[src/rtl/tdc_delay_capture_core.sv]
// Time-to-digital converter core: pulse source, delay line, snapshot,
// synchronizer and registered popcount of the captured thermometer code.
module tdc_delay_capture_core #(
  parameter int    N          = 64,
  parameter string DL_TYPE    = "DAND",
  parameter int    N_SYNC     = 1,
  parameter string POP_METHOD = "SV"
) (
  input  logic             clk,
  input  logic             rst_n,
  input  logic             en,
  input  logic             launch,
  input  logic             capture,
  input  logic             pg_src,
  input  logic             pg_bypass,
  input  logic             pg_in,
  input  logic             pg_tog,
  output logic [$clog2(N):0] hw
);

  localparam int HW_W    = $clog2(N) + 1;
  localparam int LG      = $clog2(N);
  localparam int P       = 1 << LG;
  localparam bit IS_DAND = (DL_TYPE == "DAND");
  localparam bit IS_TREE = (POP_METHOD == "TREE");

  logic            tog_q;
  logic            launch_q;
  logic            pg_sel;
  logic            dl_in;
  logic [N-1:0]    d;
  logic [N-1:0]    d_nxt;
  logic [N-1:0]    snap;
  logic [N-1:0]    pop_src;
  logic [HW_W-1:0] pop_cnt;

  assign pg_sel = pg_src ? tog_q : pg_in;
  assign dl_in  = pg_bypass ? pg_sel : launch_q;

  // DAND stages are gated by the line input, so a low input empties the line
  if (IS_DAND) begin : g_dand
    assign d_nxt = {d[N-2:0] & {(N-1){dl_in}}, dl_in};
  end else begin : g_rca
    assign d_nxt = {d[N-2:0], dl_in};
  end

  always_ff @(posedge clk or negedge rst_n) begin
    if (!rst_n) begin
      tog_q    <= 1'b0;
      launch_q <= 1'b0;
      d        <= '0;
      snap     <= '0;
    end else if (en) begin
      if (pg_tog)  tog_q    <= ~tog_q;
      if (launch)  launch_q <= pg_sel;
      d <= d_nxt;
      if (capture) snap     <= d;
    end
  end

  if (N_SYNC == 0) begin : g_nosync
    assign pop_src = snap;
  end else begin : g_sync
    logic [N-1:0] s_q [N_SYNC];

    always_ff @(posedge clk or negedge rst_n) begin
      if (!rst_n) begin
        for (int i = 0; i < N_SYNC; i++) s_q[i] <= '0;
      end else if (en) begin
        s_q[0] <= snap;
        for (int i = 1; i < N_SYNC; i++) s_q[i] <= s_q[i-1];
      end
    end

    assign pop_src = s_q[N_SYNC-1];
  end

  if (IS_TREE) begin : g_tree
    // Leaves padded to a power of two; each level halves the node count
    for (genvar l = 0; l <= LG; l++) begin : g_lvl
      logic [HW_W-1:0] v [P>>l];
      for (genvar i = 0; i < (P >> l); i++) begin : g_n
        if (l == 0) begin : g_leaf
          if (i < N) begin : g_bit
            assign v[i] = HW_W'(pop_src[i]);
          end else begin : g_pad
            assign v[i] = '0;
          end
        end else begin : g_add
          assign v[i] = g_lvl[l-1].v[2*i] + g_lvl[l-1].v[2*i+1];
        end
      end
    end
    assign pop_cnt = g_lvl[LG].v[0];
  end else begin : g_loop
    always_comb begin
      pop_cnt = '0;
      for (int i = 0; i < N; i++) pop_cnt = pop_cnt + HW_W'(pop_src[i]);
    end
  end

  always_ff @(posedge clk or negedge rst_n) begin
    if (!rst_n)  hw <= '0;
    else if (en) hw <= pop_cnt;
  end

endmodule

[config.mk]
export PLATFORM = sky130hd
export DESIGN_NAME = tdc_delay_capture_core
export DESIGN_NICKNAME = d
export VERILOG_FILES = /design/src/rtl/tdc_delay_capture_core.sv
export SDC_FILE = /design/constraint.sdc
export NUM_CORES = 1
export LEC_CHECK = 0
export CORE_MARGIN = 1.5
export CORE_UTILIZATION = 60
export CTS_BUF_LIST = sky130_fd_sc_hd__clkbuf_4
export DETAILED_ROUTE_END_ITERATION = 12
export GPL_TIMING_DRIVEN = 0
export MAX_ROUTING_LAYER = met4
export PLACE_DENSITY = 0.85
export RECOVER_POWER = 100
export SLEW_MARGIN = 10
export SYNTH_ARGS = -nofsm -noshare
export SYNTH_HDL_FRONTEND = slang
export SYNTH_SLANG_ARGS = --single-unit
export TNS_END_PERCENT = 5
[constraint.sdc]
create_clock -name clk -period 17.1 [get_ports clk]
set_input_delay 1.71 -clock clk [delete_from_list [all_inputs] [get_ports clk]]
set_output_delay 1.71 -clock clk [all_outputs]
set_load 0.01 [all_outputs]
* Yosys cells after proc, flatten, opt, wreduce, memory -nomap -nowiden
Cells that the tools add are included.
** Storage, ports and cells
- Bits in registers :: 201
- Bits of input ports :: 9
- Output and inout bits :: 7
- Logic and storage cells :: 76
** Operators by class
- Add/subtract/negate cells :: 63
- Mux-type cells :: 2
- Bitwise logic cells :: 2
- Reduce and logical (&&, ||, !) cells :: 3
** Operators with widths (count)
- 7-bit by 1-bit adder with 7-bit output :: 57
- 63-bit bitwise AND :: 1
- 6-bit by 1-bit adder with 7-bit output :: 1
- 5-bit by 1-bit adder with 6-bit output :: 1
- 2-bit AND reduction :: 3
- 4-bit by 1-bit adder with 5-bit output :: 1
- 3-bit by 1-bit adder with 4-bit output :: 1
- 2-bit by 1-bit adder with 3-bit output :: 1
- 1-bit by 1-bit adder with 2-bit output :: 1
- 1-bit two-way mux :: 2
- 1-bit NOT :: 1

* Depth between registers and ports, before layout
Gate-level depths: netlist (run 1).
- Depth in word-level cells :: 63
- Depth in mapped cells :: 20
- Depth with buffers taken out :: 20

* Worst setup path after synthesis (run 1)
Ideal clock, no wire load.
- Path kind :: reg-to-reg
- Start point :: register g_sync.s_q[53] (netlist bit)
- End point :: register hw[6]
- Setup time :: 0.124 ns
- Data arrival time :: 5.661 ns
- Data required time :: 16.976 ns
- Slack :: 11.315 ns
- Cell stages (with the launch flop) :: 20
- Buffers on the path :: 0
- Clock period less this slack :: 5.785 ns
- Path through :: dfrtp_1 -> fa_1 -> inv_1 -> fa_1 -> inv_1 -> fa_1 -> inv_1 -> fa_1 -> inv_1 -> fa_1 -> inv_1 -> fa_1 -> fa_1 -> fa_1 -> inv_1 -> ha_1 -> fa_1 -> a21o_1 -> a22o_1 -> o31a_1
** Between the ends
- Longest elaborated chain between the ends :: 11
** Ends and longest elaborated chain
- start: declaration :: RTL line 64 : logic [N-1:0] s_q [N_SYNC];
- 7-bit by 1-bit adder with 7-bit output (11 in a row) :: RTL line 98 : for (int i = 0; i < N; i++) pop_cnt = pop_cnt + HW_W'(pop_src[i]);
- end signal: assignment :: RTL line 104 : else if (en) hw <= pop_cnt;
- end: declaration :: RTL line 18 : output logic [$clog2(N):0] hw
No other way between the ends.
A chain may end at the register's enable or synchronous reset.

==> results of run 1 <==
==> state kept, by name (all words and copies together) (netlist names) <==
name and flops:
d 64, g_sync.s_q 64, hw 7, launch_q 1, snap 64, tog_q 1
==> kinds of logic (layout without fill, tap and decap cells) <==
group / after synthesis / count (layout) / synth area share (%)
compound gates: 113 / 113 / 10.22
xor+xnor: 2 / 2 / 0.1934
fa+ha+maj: 69 / 69 / 14.01
buf+inv: 116 / 214 / 5.470
flops: 201 / 201 / 55.53
mux: 100 / 100 / 12.42
simple gates: 45 / 45 / 2.155
==> power by group through the flow <==
| stage | combinational (mW) | sequential (mW) | clock, mW |
|---|---|---|---|
| 3_3_place_gp | 0.106 | 0.509 | 0 |
| 6_report | 0.105 | 0.501 | 0.375 |
| 4_1_cts | 0.113 | 0.501 | 0.384 |
| 5_1_grt | 0.116 | 0.502 | 0.411 |
| 3_5_place_dp | 0.112 | 0.510 | 0 |
| 2_1_floorplan | 0.0706 | 0.507 | 0 |
==> cell usage in the layout, fill, tap and decap left out, types with 2 or more instances in the layout <==
cell type        instances
o21ai_0                 31
ha_1                    15
clkbuf_4                73
a21o_1                   2
dfrtp_1                201
nand2_1                 35
clkdlybuf4s50_1          6
clkbuf_1                31
a22o_2                  54
fa_1                    54
a21oi_1                  5
nor2_1                   2
clkinv_2                 2
nand3b_1                 2
inv_1                   85
clkinv_1                 7
a22o_1                  10
mux2_2                  99
dlygate4sd3_1            8
xnor2_1                  2
a211oi_1                 3
==> path summary, 6_finish.rpt <==
| kind | slack (ns) | startpoint | to | depth (start not counted) |
|---|---|---|---|---|
| max | 7.59 | rst_n | g_sync.s_q[37] | 2 |
| min | 0.48 | snap[22] | g_sync.s_q[22] | 2 |
| max reg2reg | 10.98 | g_sync.s_q[17] | hw[6] | 17 |
| min reg2reg | 0.48 | snap[22] | g_sync.s_q[22] | 2 |
| max in group clk | 10.98 | g_sync.s_q[17] | hw[6] | 17 |
| min in group asynchronous | 2.87 | rst_n | d[13] | 1 |
==> final cells by class <==
cell class / count / area [µm²] / area share (%)
Sequential cell: 201 / 5030 / 50.56
Clock inverter: 9 / 36.28 / 0.3647
Timing Repair Buffer: 16 / 147.6 / 1.484
Buffer: 31 / 117.6 / 1.182
Multi-Input combinational cell: 329 / 3520 / 35.38
Inverter: 85 / 319.1 / 3.207
Tap cell: 184 / 230.2 / 2.314
Clock buffer: 73 / 548.0 / 5.509
==> layer usage <==
layer / vias up / track usage, % / share of wire [%]
met3: 57 / 4.376 / 4.8
met5: - / - / 0
met4: 0 / 11.09 / 3.4
li1: 2339 / - / -
met1: 2741 / 33.06 / 44
met2: 141 / 37.43 / 48
==> through the flow <==
stage               hold WS (ns)  setup WS (ns)  cell area [µm²]  power (mW)  utilization (%)
global placement          0.4649          6.647             9438      0.6151            64.45
detailed placement        0.4713          10.98             9470      0.6214            64.67
floorplan                 0.4446          11.32             9057      0.5773                -
CTS                       0.4704          10.97            10050      0.9977            68.66
finish                    0.4823          7.591             9948      0.9802            67.93
global route              0.5010          5.617             9948       1.029            67.93
==> metrics, run 1 <==
status=finished, violations left; violated checks=max-capacitance violations, max-slew violations; crit path time final=9.509 ns; core area=0.01464 mm²; clock power share=38.2%; Worst EP required=around 17 ns; Mean Syn Cell Area=14.02 µm²; max_slew headroom=-243.7%; # DRC=0; clock skew=0.04323 ns; Final #Nets=793; Post-CTS Hold Buffers=0; crit path capture type=asynchronous set/reset pin; Slew Viols, Final=215; Clk Tree Root Cell=clkbuf_4; Fill cells=between 900 and 1000; Hold Path Class=reg -> reg; antenna fix cells=0; Yosys top cell by area=dfrtp_1; Primary FF master, synth=dfrtp_1; Starting Density=about three fifths; Gate power share=10.7%; die height=125.9 µm; cell count after placement=846; # clock sinks=between 200 and 250; measured slew at the worst slew-check pin=5.156 ns; Post-Syn Nets=approximately 720; drt via density=5.688; GP Congestion=0.8583; Post-Synthesis Cells=between 600 and 700; Clock Path Buffers=3; CP cell instances=clkbuf_1 -> clkbuf_1; most common cell in the netlist=dfrtp_1; Yosys top cell area share=55.53%; Crit-path slowest cell=clkbuf_1; sw power=around 0.25 mW; Cell Rows=44; PD cells=98.52 mW/mm²; layout cells sized above 1=a little under a third; count of cell types in the netlist=36; Max-Cap Viols=3; Leak=5.013 nW; IO Port Bufs=15; GRT Util Overall=around a quarter; Worst path max stage delay=3.83 ns; synthesis-stage register bit count=about 200; count of final setup violators=0; RSZ-0062 raised after global routing=false; worst-skew pair later-pin latency=0.64 ns; non-filler cells in the finished layout=928; Top delay family on crit path=buffers and inverters; Tcrit/Tclk final=55.61%; Detailed Route WL=between 15000 and 20000 µm; Worst Setup Start Kind=primary input; CTS tree=yes; Seq pwr share=between 50% and 60%; gr ovfl total=0; Iteration-0 DRC Markers=~330; CP most frequent cell=clkbuf_1; Worst Path Class, Setup=in -> async; VDD IR max=around 0.000086 V; Area growth syn-to-layout=9.836%; post-CTS sizing=0; Post-CTS Setup Bufs=0; # H-tree levels=2; final hold vios=0; main area contributors after synthesis=dfrtp_1, mux2_2, fa_1, a22o_2, inv_1; Ports=16; clk slew on worst S/H paths=0.07 ns; synthesized area=0.009057 mm²; Int Pwr=0.7256 mW; vias=5278; Worst Path Max Fanout=104; die area=0.01584 mm²; Post-synth top cells=dfrtp_1, mux2_2, inv_1; EDFF count, synth=0; crit path DAT=8.99 ns; FMAX=0.1052 GHz; warnings from Yosys=0; TNS Setup=0 ns; average wire per standard cell=roughly 18 µm; first-pass GRT wire length=29660 µm; CTS Buf Count=51; number of global-route vias before repair=5998; initial antenna violation count=0; buffers plus inverters on the worst setup path=2; Sw Share=25.97%; hpwl dp=11920 µm; remaining antenna violation count=0; ys async rst share=100.0%; pin count of the biggest net entering global routing=105; sequential area share after synthesis=around 56%; first drt pass iteration count=7; die width=125.9 µm
Power figures use the tool's default switching activity.
==> run 2, diff against run 1 <==
Clock period 17.1 ns to 8.9 ns, I/O delays scaled along.
==> metrics, run 2 (synthesis results as in run 1) <==
first-pass GRT wire length=slightly below 30000 µm; PD cells=189.0 mW/mm²; Cell Rows=44; min setup slack post-route=2.779 ns; GRT Util Overall=between 20 and 25%; commonest non-fill, non-tap cells in the layout=dfrtp_1, mux2_2, inv_1; Post-CTS Hold Buffers=0; Post-CTS Setup Bufs=0; first drt pass iteration count=7; gr ovfl total=0; count of final setup violators=0; layout cells sized above 1=31.05%; hpwl dp=11920 µm; cell count after placement=846; CP cell instances=fa_1 -> inv_1 -> fa_1 -> inv_1 -> fa_1 -> inv_1 -> fa_1 -> fa_1 -> fa_1 -> fa_1 -> fa_1 -> inv_1 -> ha_1 -> fa_1 -> a21o_1 -> a22o_1 -> o31a_1; die area=0.01584 mm²; Hold Slack=0.4748 ns; Worst path max stage delay=0.55 ns; CTS tree=yes; drt via density=5.666; average wire per standard cell=18.44 µm; Final #Nets=793; IO Port Bufs=15; pre-CTS WS=2.775 ns; hold path startpoint=snap[59]; final hold vios=0; Hold Path Class=reg -> reg; vias=5258; remaining antenna violation count=0; buffers plus inverters on the worst setup path=4; worst-skew pair later-pin latency=0.63 ns; max_slew headroom=-237.7%; initial antenna violation count=0; antenna fix cells=0; # DRC=0; die height=approximately 130 µm; measured slew at the worst slew-check pin=5.065 ns; Clk Tree Root Cell=clkbuf_4; post-CTS sizing=0; GP Congestion=0.8583; pin count of the biggest net entering global routing=about 110; Slew Viols, Final=110; Worst Setup Start Kind=flip-flop; most common library cell in the layout ignoring fill and taps=dfrtp_1; biggest regs=d: 64 flops, g_sync.s_q: 64 flops, snap: 64 flops; # H-tree levels=2; # clock sinks=201; clock skew=0.04040 ns; Iteration-0 DRC Markers=326; Tcrit/Tclk final=68.78%; FMAX=0.1634 GHz; status=finished, violations left; VDD IR max=0.0001641 V; Fill cells=slightly below 1000; Ports=16; Detailed Route WL=17110 µm; CTS Buf Count=51; Top delay family on crit path=adder cells; non-filler cells in the finished layout=a little over 900; Worst Path Max Fanout=3; clk slew on worst S/H paths=0.06 ns; Leak=5.024 nW; Starting Density=61.85%; post-layout power=about 1.9 mW; Area growth syn-to-layout=10.10%; Crit-path slowest cell=fa_1; RSZ-0062 raised after global routing=false; critical path startpoint=g_sync.s_q[17]; crit path DAT=about 6.6 ns; Worst EP required=9.39 ns; Max-Cap Viols=2; CP most frequent cell=fa_1; RR Startpoint=g_sync.s_q[17]; Clock Path Buffers=3; violated checks=max-capacitance violations, max-slew violations; number of global-route vias before repair=5998; core area=0.01464 mm²; Worst Path Class, Setup=reg -> reg; crit path capture type=flip-flop; die width=125.9 µm; crit path time final=just over 6 ns
[run 2: area by class of cell]
| class | count | area, µm² | area share (%) |
|---|---|---|---|
| flip-flops and latches | 201 | 5030 | 50.44 |
| multi-input cells | 329 | 3520 | 35.29 |
| clock buffers | 73 | 548.0 | 5.496 |
| inverters | 85 | 319.1 | 3.199 |
| well taps | 184 | 230.2 | 2.309 |
| repair buffers | 16 | 171.4 | 1.719 |
| plain buffers | 31 | 117.6 | 1.179 |
| clock inverters | 9 | 36.28 | 0.3639 |
[run 2: through the flow]
step,utilization (%),TNS (ns),cell area (µm²)
2_1_floorplan,-,0,9057
3_3_place_gp,64.45,-144.54,9438
3_5_place_dp,64.67,0,9470
4_1_cts,68.66,0,10050
5_1_grt,68.10,0,9972
6_report,68.10,0,9972
[run 2: layer usage]
metal  GRT usage (%)  wire [µm]
met1           33.06       7584
met2           37.43       8280
met3           4.376        678
met4           11.09        567
met5               -          0
[run 2: worst register-to-register path, delay by kind of cell, from the launching register on]
family                   cells  cell delay [ns]
flip-flops                   1             0.42
buffers and inverters        4             0.25
adder cells (fa/ha/maj)     10             4.64
AO/OA/AOI/OAI                3             0.70
[run 2: power by group]
part | switching (mW) | total (mW) | internal [mW]
Sequential | 0.0209 | 0.963 | 0.942
Clock | 0.347 | 0.719 | 0.372
Combinational | 0.120 | 0.203 | 0.0823
[run 2: final timing paths]
path | end | slack, ns | cells past startpoint
worst min-delay path | g_sync.s_q[59] | 0.47 | 2
worst min register to register | g_sync.s_q[59] | 0.47 | 2
worst max-delay path | hw[6] | 2.78 | 17
worst max register to register | hw[6] | 2.78 | 17
max in group asynchronous | snap[59] | 3.96 | 1
min in group asynchronous | d[13] | 2.11 | 1
==> run 3, diff against run 2 <==
Clock period 8.9 ns to 6.2 ns, I/O delays scaled along.
==> metrics, run 3 (synthesis results as in run 1) <==
status=finished, violations left; violated checks=max-capacitance violations, max-slew violations; crit path time final=between 6 and 7 ns; crit path DAT=6.57 ns; remaining antenna violation count=0; GRT Util Overall=24.62%; pin count of the biggest net entering global routing=105; number of global-route vias before repair=5998; Clk Tree Root Cell=clkbuf_4; Leak=5.023 nW; gr ovfl total=0; die width=125.9 µm; Worst Path Max Fanout=3; first-pass GRT wire length=a little under 30000 µm; Starting Density=61.85%; Worst Hold Path EP=g_sync.s_q[59]; Clock Path Buffers=3; Detailed Route WL=17240 µm; Worst EP required=6.70 ns; Slew Viols, Final=110; Top delay family on crit path=adder cells; # H-tree levels=2; Max-Cap Viols=2; r2r setup slk=~0.13 ns; # clock sinks=201; hold path startpoint=snap[59]; core area=between 0.01 and 0.015 mm²; RR Startpoint=g_sync.s_q[17]; antenna fix cells=0; commonest non-fill, non-tap cells in the layout=dfrtp_1, mux2_2, inv_1; count of final setup violators=0; non-filler cells in the finished layout=928; # DRC=0; clock skew=0.03494 ns; GP Congestion=0.8583; CTS tree=yes; Tcrit/Tclk final=a little over nine tenths; worst-skew pair later-pin latency=0.63 ns; Cell Rows=44; final core utilization=between 60 and 70%; area of the multi-input gates=approximately 0.0035 mm²; buffers plus inverters on the worst setup path=4; biggest regs=d: 64 flops, g_sync.s_q: 64 flops, snap: 64 flops; vias=5242; Worst Path Class, Setup=reg -> reg; VDD IR max=0.0002343 V; Worst path max stage delay=0.55 ns; CTS Buf Count=51; die area=0.01584 mm²; WP depth=17; PD cells=roughly 270 mW/mm²; IO Port Bufs=15; Hold Path Class=reg -> reg; register area=0.005030 mm²; Ports=16; drt via density=5.649; Area growth syn-to-layout=10.18%; most common library cell in the layout ignoring fill and taps=dfrtp_1; worst reg2reg endpoint=hw[6]; FMAX=0.1646 GHz; TNS Setup=0 ns; initial antenna violation count=0; layout cells sized above 1=31.32%; Iteration-0 DRC Markers=320; max_slew headroom=-238.2%; average wire per standard cell=18.58 µm; Crit-path slowest cell=fa_1; measured slew at the worst slew-check pin=just over 5 ns; Fill cells=slightly below 1000; WHS Path Cells=2; clk slew on worst S/H paths=0.06 ns; final hold vios=0; Worst Setup Start Kind=flip-flop; die height=around 130 µm; worst-case reg-to-reg path depth=17; cell count after placement=between 800 and 900; crit path capture type=flip-flop; CP cell instances=fa_1 -> inv_1 -> fa_1 -> inv_1 -> fa_1 -> inv_1 -> fa_1 -> fa_1 -> fa_1 -> fa_1 -> fa_1 -> inv_1 -> ha_1 -> fa_2 -> a21o_1 -> a22o_1 -> o31a_1; Post-CTS Hold Buffers=0; Final #Nets=793; first drt pass iteration count=7; CP most frequent cell=fa_1; hpwl dp=11920 µm
## run 3: cell counts in the layout (fill, tap and decap cells not counted)
Identical to the previous run, type by type.
## run 3: routing by layer
| layer | vias to the layer above | share of wire (%) | global-route usage (%) |
|---|---|---|---|
| li1 | 2328 | - | - |
| met1 | 2718 | 43 | 33.06 |
| met2 | 142 | 48 | 37.43 |
| met3 | 54 | 5.1 | 4.376 |
| met4 | 0 | 3.4 | 11.09 |
| met5 | - | 0 | - |
## run 3: metrics by stage
stage	setup slack (ns)	power (mW)	hold WS, ns	area, µm²
after floorplan	0.4151	1.592	0.3244	9057
after global placement	-3.163	1.696	0.4649	9438
after detailed placement	0.07518	1.714	0.4713	9470
after CTS	0.07192	2.752	0.03276	10050
after global routing	-0.04092	2.851	0.5010	9980
final	0.1254	2.714	0.4842	9980
## run 3: report_power, final
part	internal (mW)	total (mW)	switching [mW]
sequential	1.35	1.38	0.0295
combinational	0.120	0.296	0.176
clock	0.534	1.04	0.503
total	2.01	2.71	0.709
## run 3: how the worst max path moves through the flow
stage                         from       end  slack (ns)
detailed placement  g_sync.s_q[17]     hw[6]        0.08
global placement             rst_n  snap[47]       -3.16
CTS                 g_sync.s_q[17]     hw[6]        0.07
finish              g_sync.s_q[17]     hw[6]        0.13
global route        g_sync.s_q[17]     hw[6]       -0.04
floorplan           g_sync.s_q[53]     hw[6]        0.42
## run 3: layout make-up
cell class	count	share of cell area [%]
flip-flops and latches	201	50.40
multi-input cells	329	35.34
clock buffers	73	5.491
inverters	85	3.197
well taps	184	2.307
repair buffers	16	1.718
plain buffers	31	1.179
clock inverters	9	0.3636
## run 3: worst reg2reg max path, stage by stage (launching register included)
cell	delay [ns]
dfrtp_1	0.42
fa_1	0.54
inv_1	0.08
fa_1	0.51
inv_1	0.06
fa_1	0.50
inv_1	0.06
fa_1	0.50
fa_1	0.45
fa_1	0.55
fa_1	0.44
fa_1	0.50
inv_1	0.05
ha_1	0.23
fa_2	0.38
a21o_1	0.19
a22o_1	0.23
o31a_1	0.28
## run 3: repair_timing
item,in CTS,in global routing
resized for setup,0,2
setup buffers,0,0
endpoints found under the setup margin,0,2
